## src/rtl/uaz_bus_pkg.sv

```systemverilog
`default_nettype none
// ============================================================================
// Module   : uaz_bus_pkg
// Purpose  : Shared constants and types for the MicroUAZ data-bus slave.
// Revision : 1.0 - initial release
// ============================================================================
package uaz_bus_pkg;

    localparam int DATA_W = 8;

    localparam logic [7:0] ADDR_PORTOUTA   = 8'hF0;
    localparam logic [7:0] ADDR_PORTOUTB   = 8'hF1;
    localparam logic [7:0] ADDR_PORTINA    = 8'hF2;
    localparam logic [7:0] ADDR_PORTINB    = 8'hF3;
    localparam logic [7:0] ADDR_TMR_COUNT  = 8'hF4;
    localparam logic [7:0] ADDR_TMR_RELOAD = 8'hF5;
    localparam logic [7:0] ADDR_TMR_CTRL   = 8'hF6;
    localparam logic [7:0] ADDR_SCRATCH    = 8'hF7;

    localparam int CTRL_EN    = 0;
    localparam int CTRL_OVF   = 1;
    localparam int CTRL_IRQEN = 2;

    // Member order places EN at bit 0, matching the register layout.
    typedef struct packed {
        logic irqen;
        logic ovf;
        logic en;
    } tmr_ctrl_t;

endpackage : uaz_bus_pkg
`default_nettype wire

```

## src/rtl/uaz_timer8.sv

```systemverilog
`default_nettype none
// ============================================================================
// Module   : uaz_timer8
// Purpose  : 8-bit prescaled timer with sticky overflow flag and level IRQ.
//            Present only when UAZ_BUS_TIMER_EN is defined.
// Revision : 1.0 - initial release
// ============================================================================
`ifdef UAZ_BUS_TIMER_EN
module uaz_timer8
    import uaz_bus_pkg::*;
(
    input  logic              clk_i,
    input  logic              rst_ni,
    input  logic              wr_reload_i,
    input  logic              wr_ctrl_i,
    input  logic [DATA_W-1:0] wdata_i,
    output logic [DATA_W-1:0] count_o,
    output logic [DATA_W-1:0] reload_o,
    output logic [DATA_W-1:0] ctrl_o,
    output logic              irq_o
);

    logic [DATA_W-1:0] ps_q, ps_d;
    logic [DATA_W-1:0] count_q, count_d;
    logic [DATA_W-1:0] reload_q, reload_d;
    tmr_ctrl_t         ctrl_q, ctrl_d;
    logic              irq_q;
    logic              wdata_unused;

    assign wdata_unused = ^wdata_i[7:3];

    always_comb begin
        ps_d     = ps_q;
        count_d  = count_q;
        reload_d = reload_q;
        ctrl_d   = ctrl_q;

        if (wr_reload_i) begin
            reload_d = wdata_i;
        end
        if (wr_ctrl_i) begin
            ctrl_d.en    = wdata_i[CTRL_EN];
            ctrl_d.irqen = wdata_i[CTRL_IRQEN];
            if (wdata_i[CTRL_OVF]) begin
                ctrl_d.ovf = 1'b0;
            end
        end

        // Reload uses the pre-write value so a new reload applies next period.
        if (ctrl_q.en) begin
            if (ps_q == '0) begin
                ps_d    = reload_q;
                count_d = count_q + 8'd1;
                if (count_q == 8'hFF) begin
                    ctrl_d.ovf = 1'b1;
                end
            end else begin
                ps_d = ps_q - 8'd1;
            end
        end
    end

    always_ff @(posedge clk_i or negedge rst_ni) begin
        if (!rst_ni) begin
            ps_q     <= '0;
            count_q  <= '0;
            reload_q <= '0;
            ctrl_q   <= '0;
            irq_q    <= 1'b0;
        end else begin
            ps_q     <= ps_d;
            count_q  <= count_d;
            reload_q <= reload_d;
            ctrl_q   <= ctrl_d;
            irq_q    <= ctrl_d.ovf & ctrl_d.irqen;
        end
    end

    assign count_o  = count_q;
    assign reload_o = reload_q;
    assign ctrl_o   = {5'b0, ctrl_q};
    assign irq_o    = irq_q;

endmodule : uaz_timer8
`endif
`default_nettype wire

```

## src/rtl/uaz_data_bus_ctrl.sv

```systemverilog
`default_nettype none
// ============================================================================
// Module   : uaz_data_bus_ctrl
// Purpose  : Data-side bus slave for MicroUAZ: RAM, port latches, synchronised
//            inputs, scratch and optional timer (UAZ_BUS_TIMER_EN).
// Revision : 1.0 - initial release
// ============================================================================
module uaz_data_bus_ctrl
    import uaz_bus_pkg::*;
#(
    parameter logic [7:0] RAM_TOP     = 8'hEF,
    parameter int         SYNC_STAGES = 2
) (
    input  logic              i_Clk,
    input  logic              i_Reset,
    input  logic [DATA_W-1:0] i_Addressdata_Bus,
    input  logic [DATA_W-1:0] i_Dataout_Bus,
    input  logic              i_ReadWrite,
    output logic [DATA_W-1:0] o_DataIn_Bus,
    input  logic [DATA_W-1:0] i_PortInA,
    input  logic [DATA_W-1:0] i_PortInB,
    output logic [DATA_W-1:0] o_PortOutA,
    output logic [DATA_W-1:0] o_PortOutB,
    output logic              o_TimerIrq
);

    localparam int RAM_DEPTH = int'(RAM_TOP) + 1;

    logic [DATA_W-1:0] mem_q [RAM_DEPTH];
    logic [DATA_W-1:0] porta_q, portb_q, scratch_q;
    logic [DATA_W-1:0] rd_q, rd_d;
    logic [SYNC_STAGES-1:0][DATA_W-1:0] sync_a_q, sync_b_q;
    logic [DATA_W-1:0] tmr_count, tmr_reload, tmr_ctrl;
    logic              tmr_irq;
    logic              is_ram;

    assign is_ram = (i_Addressdata_Bus <= RAM_TOP);

    always_ff @(posedge i_Clk) begin
        if (i_ReadWrite && is_ram) begin
            mem_q[i_Addressdata_Bus] <= i_Dataout_Bus;
        end
    end

    always_ff @(posedge i_Clk or negedge i_Reset) begin
        if (!i_Reset) begin
            porta_q   <= '0;
            portb_q   <= '0;
            scratch_q <= '0;
            sync_a_q  <= '0;
            sync_b_q  <= '0;
            rd_q      <= '0;
        end else begin
            if (i_ReadWrite) begin
                case (i_Addressdata_Bus)
                    ADDR_PORTOUTA: porta_q   <= i_Dataout_Bus;
                    ADDR_PORTOUTB: portb_q   <= i_Dataout_Bus;
                    ADDR_SCRATCH:  scratch_q <= i_Dataout_Bus;
                    default: ;
                endcase
            end
            sync_a_q <= {sync_a_q[SYNC_STAGES-2:0], i_PortInA};
            sync_b_q <= {sync_b_q[SYNC_STAGES-2:0], i_PortInB};
            rd_q     <= rd_d;
        end
    end

    // Reads sample pre-edge state, so a same-cycle write returns the old value.
    always_comb begin
        rd_d = '0;
        if (is_ram) begin
            rd_d = mem_q[i_Addressdata_Bus];
        end else begin
            case (i_Addressdata_Bus)
                ADDR_PORTOUTA:   rd_d = porta_q;
                ADDR_PORTOUTB:   rd_d = portb_q;
                ADDR_PORTINA:    rd_d = sync_a_q[SYNC_STAGES-1];
                ADDR_PORTINB:    rd_d = sync_b_q[SYNC_STAGES-1];
                ADDR_TMR_COUNT:  rd_d = tmr_count;
                ADDR_TMR_RELOAD: rd_d = tmr_reload;
                ADDR_TMR_CTRL:   rd_d = tmr_ctrl;
                ADDR_SCRATCH:    rd_d = scratch_q;
                default:         rd_d = '0;
            endcase
        end
    end

`ifdef UAZ_BUS_TIMER_EN
    uaz_timer8 u_timer8 (
        .clk_i       (i_Clk),
        .rst_ni      (i_Reset),
        .wr_reload_i (i_ReadWrite && (i_Addressdata_Bus == ADDR_TMR_RELOAD)),
        .wr_ctrl_i   (i_ReadWrite && (i_Addressdata_Bus == ADDR_TMR_CTRL)),
        .wdata_i     (i_Dataout_Bus),
        .count_o     (tmr_count),
        .reload_o    (tmr_reload),
        .ctrl_o      (tmr_ctrl),
        .irq_o       (tmr_irq)
    );
`else
    // Without the timer its registers read as unmapped space.
    assign tmr_count  = '0;
    assign tmr_reload = '0;
    assign tmr_ctrl   = '0;
    assign tmr_irq    = 1'b0;
`endif

    assign o_DataIn_Bus = rd_q;
    assign o_PortOutA   = porta_q;
    assign o_PortOutB   = portb_q;
    assign o_TimerIrq   = tmr_irq;

endmodule : uaz_data_bus_ctrl
`default_nettype wire

```

## config.mk

```make
export PLATFORM = sky130hd
export DESIGN_NAME = uaz_data_bus_ctrl
export DESIGN_NICKNAME = d
export VERILOG_FILES = /design/src/rtl/uaz_bus_pkg.sv /design/src/rtl/uaz_timer8.sv /design/src/rtl/uaz_data_bus_ctrl.sv
export SDC_FILE = /design/constraint.sdc
export NUM_CORES = 2
export LEC_CHECK = 0
export CORE_MARGIN = 2
export CORE_UTILIZATION = 26
export DETAILED_ROUTE_END_ITERATION = 8
export GPL_TIMING_DRIVEN = 0
export SETUP_SLACK_MARGIN = 0.2
export SKIP_CTS_REPAIR_TIMING = 1
export SLEW_MARGIN = 30
export SYNTH_ARGS = -nofsm -noshare
export SYNTH_HDL_FRONTEND = slang
export SYNTH_SLANG_ARGS = --single-unit
```

## constraint.sdc

```tcl
create_clock -name i_Clk -period 3.6 [get_ports i_Clk]
set_input_delay 0.72 -clock i_Clk [delete_from_list [all_inputs] [get_ports i_Clk]]
set_output_delay 0.72 -clock i_Clk [all_outputs]
set_load 0.01 [all_outputs]
```

* Word-level counts from Yosys, hierarchy flattened
Memory sizes are Yosys's and may differ from the RTL's.
Index checks and enable logic that the tools add are counted.
** Word-level totals
- Flip-flop bits (word level) :: 64
- Bits in latches :: 0
- RAM bits :: 1920
- Bits in read-only memories :: 0
- Bits of input ports :: 35
- Output and inout port bits :: 25
- Word-level logic and storage cells :: 23
- Memories kept :: 1
** Cells by class
- Add/sub/neg operators :: 0
- Multipliers :: 0
- Div/mod/pow operators :: 0
- Magnitude comparators :: 1
- Equality and inequality tests :: 5
- Shift-type cells :: 0
- Muxes and demuxes :: 4
- Bitwise logic cells :: 0
- Reduce and logical (&&, ||, !) cells :: 4
** Memory list
- mem_q :: words 240, width 8, rd ports 1, clocked after memory_dff 0, write ports 1, RTL line uaz_data_bus_ctrl.sv:29 : logic [DATA_W-1:0] mem_q [RAM_DEPTH];
** Operator list (number)
- 8-bit == test (second input constant) :: 5
- 8-bit case mux with 5 select lines :: 1
- 8-bit <= comparator (second input constant) :: 1
- 8-bit 2-to-1 mux :: 1
- 2-bit AND reduction :: 3
- 1-bit 2-to-1 mux :: 2
- 1-bit logical AND :: 1

* Longest topological paths before layout
- Word-level depth :: 4
- Mapped depth :: 11
- Gate-level depth less buffers :: 7

* Worst setup path after synthesis
No wires, ideal clock.
- Kind :: in2reg
- Start :: in i_Addressdata_Bus[0]
- End :: mem mem_q[130][0] (enable)
- Setup time :: 0.370 ns
- Data arrival time :: 2.683 ns
- Required time :: 3.230 ns
- Path slack :: 0.547 ns
- Stages on the path :: 10
- Path buffers :: 7
- Cell sequence :: buf_6 > buf_12 > buf_6 > buf_6 > buf_6 > buf_4 > nor2b_1 > nand3_1 > buf_2 > nor2_1
** On the way
- Word-level cells in the longest chain between the ends :: 4
** Ends and longest elaborated chain
- from (decl) :: RTL line uaz_data_bus_ctrl.sv:16 : input logic [DATA_W-1:0] i_Addressdata_Bus,
- 8-bit <= comparator :: RTL line uaz_data_bus_ctrl.sv:37 : assign is_ram = (i_Addressdata_Bus <= RAM_TOP);
- 1-bit logical AND :: RTL line uaz_data_bus_ctrl.sv:40 : if (i_ReadWrite && is_ram) begin
- 1-bit 2-to-1 mux :: RTL line uaz_data_bus_ctrl.sv:40
- 1-bit 2-to-1 mux (not written as such) :: RTL line uaz_data_bus_ctrl.sv:41 : mem_q[i_Addressdata_Bus] <= i_Dataout_Bus;
- to (decl) :: RTL line uaz_data_bus_ctrl.sv:29
Several ways; a longest one is shown, not always the timed one.

* Worst setup path after layout
- Start :: in i_Addressdata_Bus[2]
- End :: reg rd_q[0] (netlist: o_DataIn_Bus[0])
** On the way
- Word-level cells in the longest chain between the ends :: 3
- Elaborated cells on any way between the ends :: 9
- Those cells by class :: order compare: 1; eq/ne: 5; mux: 2; memory: 1
** Ends and longest elaborated chain
- branches (longest 2 deep; another with memory read 240 x 8 bit)
- 8-bit 2-to-1 mux * :: RTL line uaz_data_bus_ctrl.sv:71 : if (is_ram) begin
- named net rd_d[0] :: RTL line uaz_data_bus_ctrl.sv:31 : logic [DATA_W-1:0] rd_q, rd_d;
- to (signal assigned) :: RTL line uaz_data_bus_ctrl.sv:64 : rd_q <= rd_d;
- to (decl) :: RTL line uaz_data_bus_ctrl.sv:31
Mark *: on every way through the listed nets, which the timed path passes.
A chain may end at the register's enable or synchronous reset.

==> results.ini <==
[run_status]
status=finished, violations left
violations=setup timing

[global_routing]
antenna_found_initial=11
track_usage_pct=15.9
overflow=0
grt_max_degree=119
grt_pass1_vias=39900
grt_first_pass_wirelength_um=331000

[yosys]
ys_types=64
synth.avg_cell_area_sq_um=21.4
ys_ff_latch=1984
synth_edf_count=1920
synth-main-ff-cell=edfxtp_1
syn_inst=3583
yosys_warnings=0
synthArstFlopShare_pct=3.23
synth_fp_nets=3618
synth.cell_area_sq_um=76600
ys_seq_area_share_pct=77.4

[floorplan]
initial_core_util_pct=26.1
die_h_um=547
die-area_sq_um=299000
num_io_pins=60
die_x_um=547
core_region_area_sq_um=294000
num_rows=199

[job]
maxCapViolCount=0

[critical_path]
r2r_start=mem_q[215][0]
cp_cell_sequence=buf_2, clkbuf_4, clkbuf_2, buf_2, nand2_1, a311oi_1, a311oi_1, o311ai_2
startpoint_type=input port
slowest_stage=o311ai_2
worstSetupPathType=input port to register
ff2ff_path_depth=6
slowest_delay_ns=0.64
cp_data_arrival_time_ns=4.44
crit_required_ns=4.25
crit_start=i_Addressdata_Bus[2]
cp_max_fo=10
worst_setup_path_end_kind=register

[sta]
rsz0062_at_grt=yes
finalHoldViolCount=0
setup_tns_ns=-1.01
finalClockSkew_ns=0.0386
period_share_pct=105
timing.final.crit_period_ns=3.79
maxSlewHeadroom_pct=13.7
finalSetupViolCount=40
tightest_slew_ns=1.29
setup_ws_ns=-0.188
drv_slew=0
fmax_mhz=264

[power_and_ir_drop]
power_density_nw_per_um2=538
power_leakage_uw=0.0276
peakVddDrop_mv=0.542

[detailed_routing]
antenna_left=0
wl_per_cell_um=30.8
dr_total_vias=40600
dr.pass1.iters=6
drtIter0Drc=6437
drcViolationCount=0
routed_wl_um=245000
viasPerCell=5.10

[final_layout]
finish.utilization_pct=31.0
finalInstanceArea_sq_um=91100
drive_gt1_share_pct=31.4
area_delta_synth_final_pct=19.0
nNetsFinal=3905

[clocking]
cts-root-buf=clkbuf_16
cts_max_level=4
cts_tree=built
cts_sinks=1984
clk_pin_slew_worst_paths_ns=0.06
cts_buffers=191
clk_latency_ns=0.83
clock_path_buffers=3

[place]
io_buffers=53
gp_congestion=0.951
dp_hpwl_um=166000
place_area_sq_um=83000
dpl_worst_slack_ns=-2.61

[worst_hold_path]
hold_depth=1
hold_path_class=input port to register
worstHoldStart=i_Dataout_Bus[6]

## cell families (layout without fill, tap and decap cells)
family,after synthesis,count (layout),synth area share (%)
AOI/OAI and AO/OA,235,235,2.19
DFF,1984,1984,77.4
buffers and inverters,213,661,1.62
and+or+nand+nor,561,561,3.18
muxes,589,589,15.6
other,1,9,0.00490
## power by group
part           switching (uW)  leakage [uW]  internal (uW)  total, uW
Combinational            2020       0.00645            903       2920
Clock                    8990       0.00308          11700      20700
Sequential               28.5        0.0181          25400      25400
Total                   11000        0.0276          38000      49000
## through the flow
stage	total power (uW)	instances	hold slack, ns
after floorplan	27100	3583	0.331
after global placement	28800	7555	0.334
after detailed placement	28700	7587	0.335
after CTS	48900	7941	-0.272
after global routing	50000	7950	0.132
final	49000	7958	0.160
## placed cells by master, fill, tap and decap left out, drive strengths merged, types with 6 or more instances in the layout
cell,n
nand2,145
edfxtp,1920
buf,179
a32oi,6
mux2i,81
diode,8
a22oi,45
o21ai,11
dfrtp,64
nor2b,19
and3,13
nor3,17
clkdlybuf4s50,42
inv,12
bufinv,26
nor2,265
a211oi,35
clkinv,92
o22ai,68
nand2b,6
nand3,59
clkinvlp,10
mux4,483
clkbuf,298
mux2,25
nand4,16
a31oi,9
a21oi,20
## layer usage
layer | track usage, % | vias up | wire (um)
met5 | 0.427 | - | 185
li1 | - | 15600 | -
met3 | 4.56 | 551 | 27800
met2 | 24.7 | 2716 | 114000
met1 | 20.3 | 21800 | 90800
met4 | 7.89 | 2 | 12600
## final timing paths
kind / end / slack (ns)
worst max-delay path: o_DataIn_Bus[0] / -0.19
worst min-delay path: mem_q[104][6] / 0.16
worst max register to register: o_DataIn_Bus[0] / 0.70
worst min register to register: sync_b_q[8] / 0.35
max in group asynchronous: o_DataIn_Bus[2] / 2.69
min in group asynchronous: o_PortOutA[3] / 0.33
## Yosys cell counts (9+ instances only)
cell,n,area (sq um)
buf_4,39,293
o22ai_1,68,425
nand3_1,57,285
mux4_2,479,10800
buf_6,23,259
buf_1,21,78.8
nand4_1,16,100
nor2_1,264,991
a22oi_1,45,338
o21ai_0,11,55.1
nor2b_1,19,119
nand2_1,144,541
a21oi_1,20,100
dfrtp_1,64,1600
and3_1,13,81.3
clkbuf_1,66,248
edfxtp_1,1920,57700
mux2i_1,81,811
a211oi_1,34,255
nor3_1,16,80.1
a31oi_1,9,56.3
mux2_2,25,282
buf_2,57,285
## critical path, delay by kind of cell
kind                   cells  cell delay, ns
buffers and inverters      4            2.08
and+or+nand+nor            1            0.11
AOI/OAI and AO/OA          3            1.49
## registers in the layout, summed over array words and instances, names as in the netlist
signal        count
scratch_q         8
mem_q          1920
o_PortOutB        8
sync_b_q         16
o_DataIn_Bus      8
o_PortOutA        8
sync_a_q         16
## layout make-up
| type | instances | area [sq um] |
|---|---|---|
| buffer | 209 | 1390 |
| clock inverter | 136 | 1500 |
| tap | 3919 | 4900 |
| clock buffer | 218 | 4880 |
| multi-input combinational | 1386 | 17700 |
| inverter | 4 | 15.0 |
| sequential | 1984 | 59300 |
| antenna | 8 | 20.0 |
| fill | 27900 | 202000 |
| timing repair buffer | 94 | 1490 |
Power figures use the tool's default switching activity.
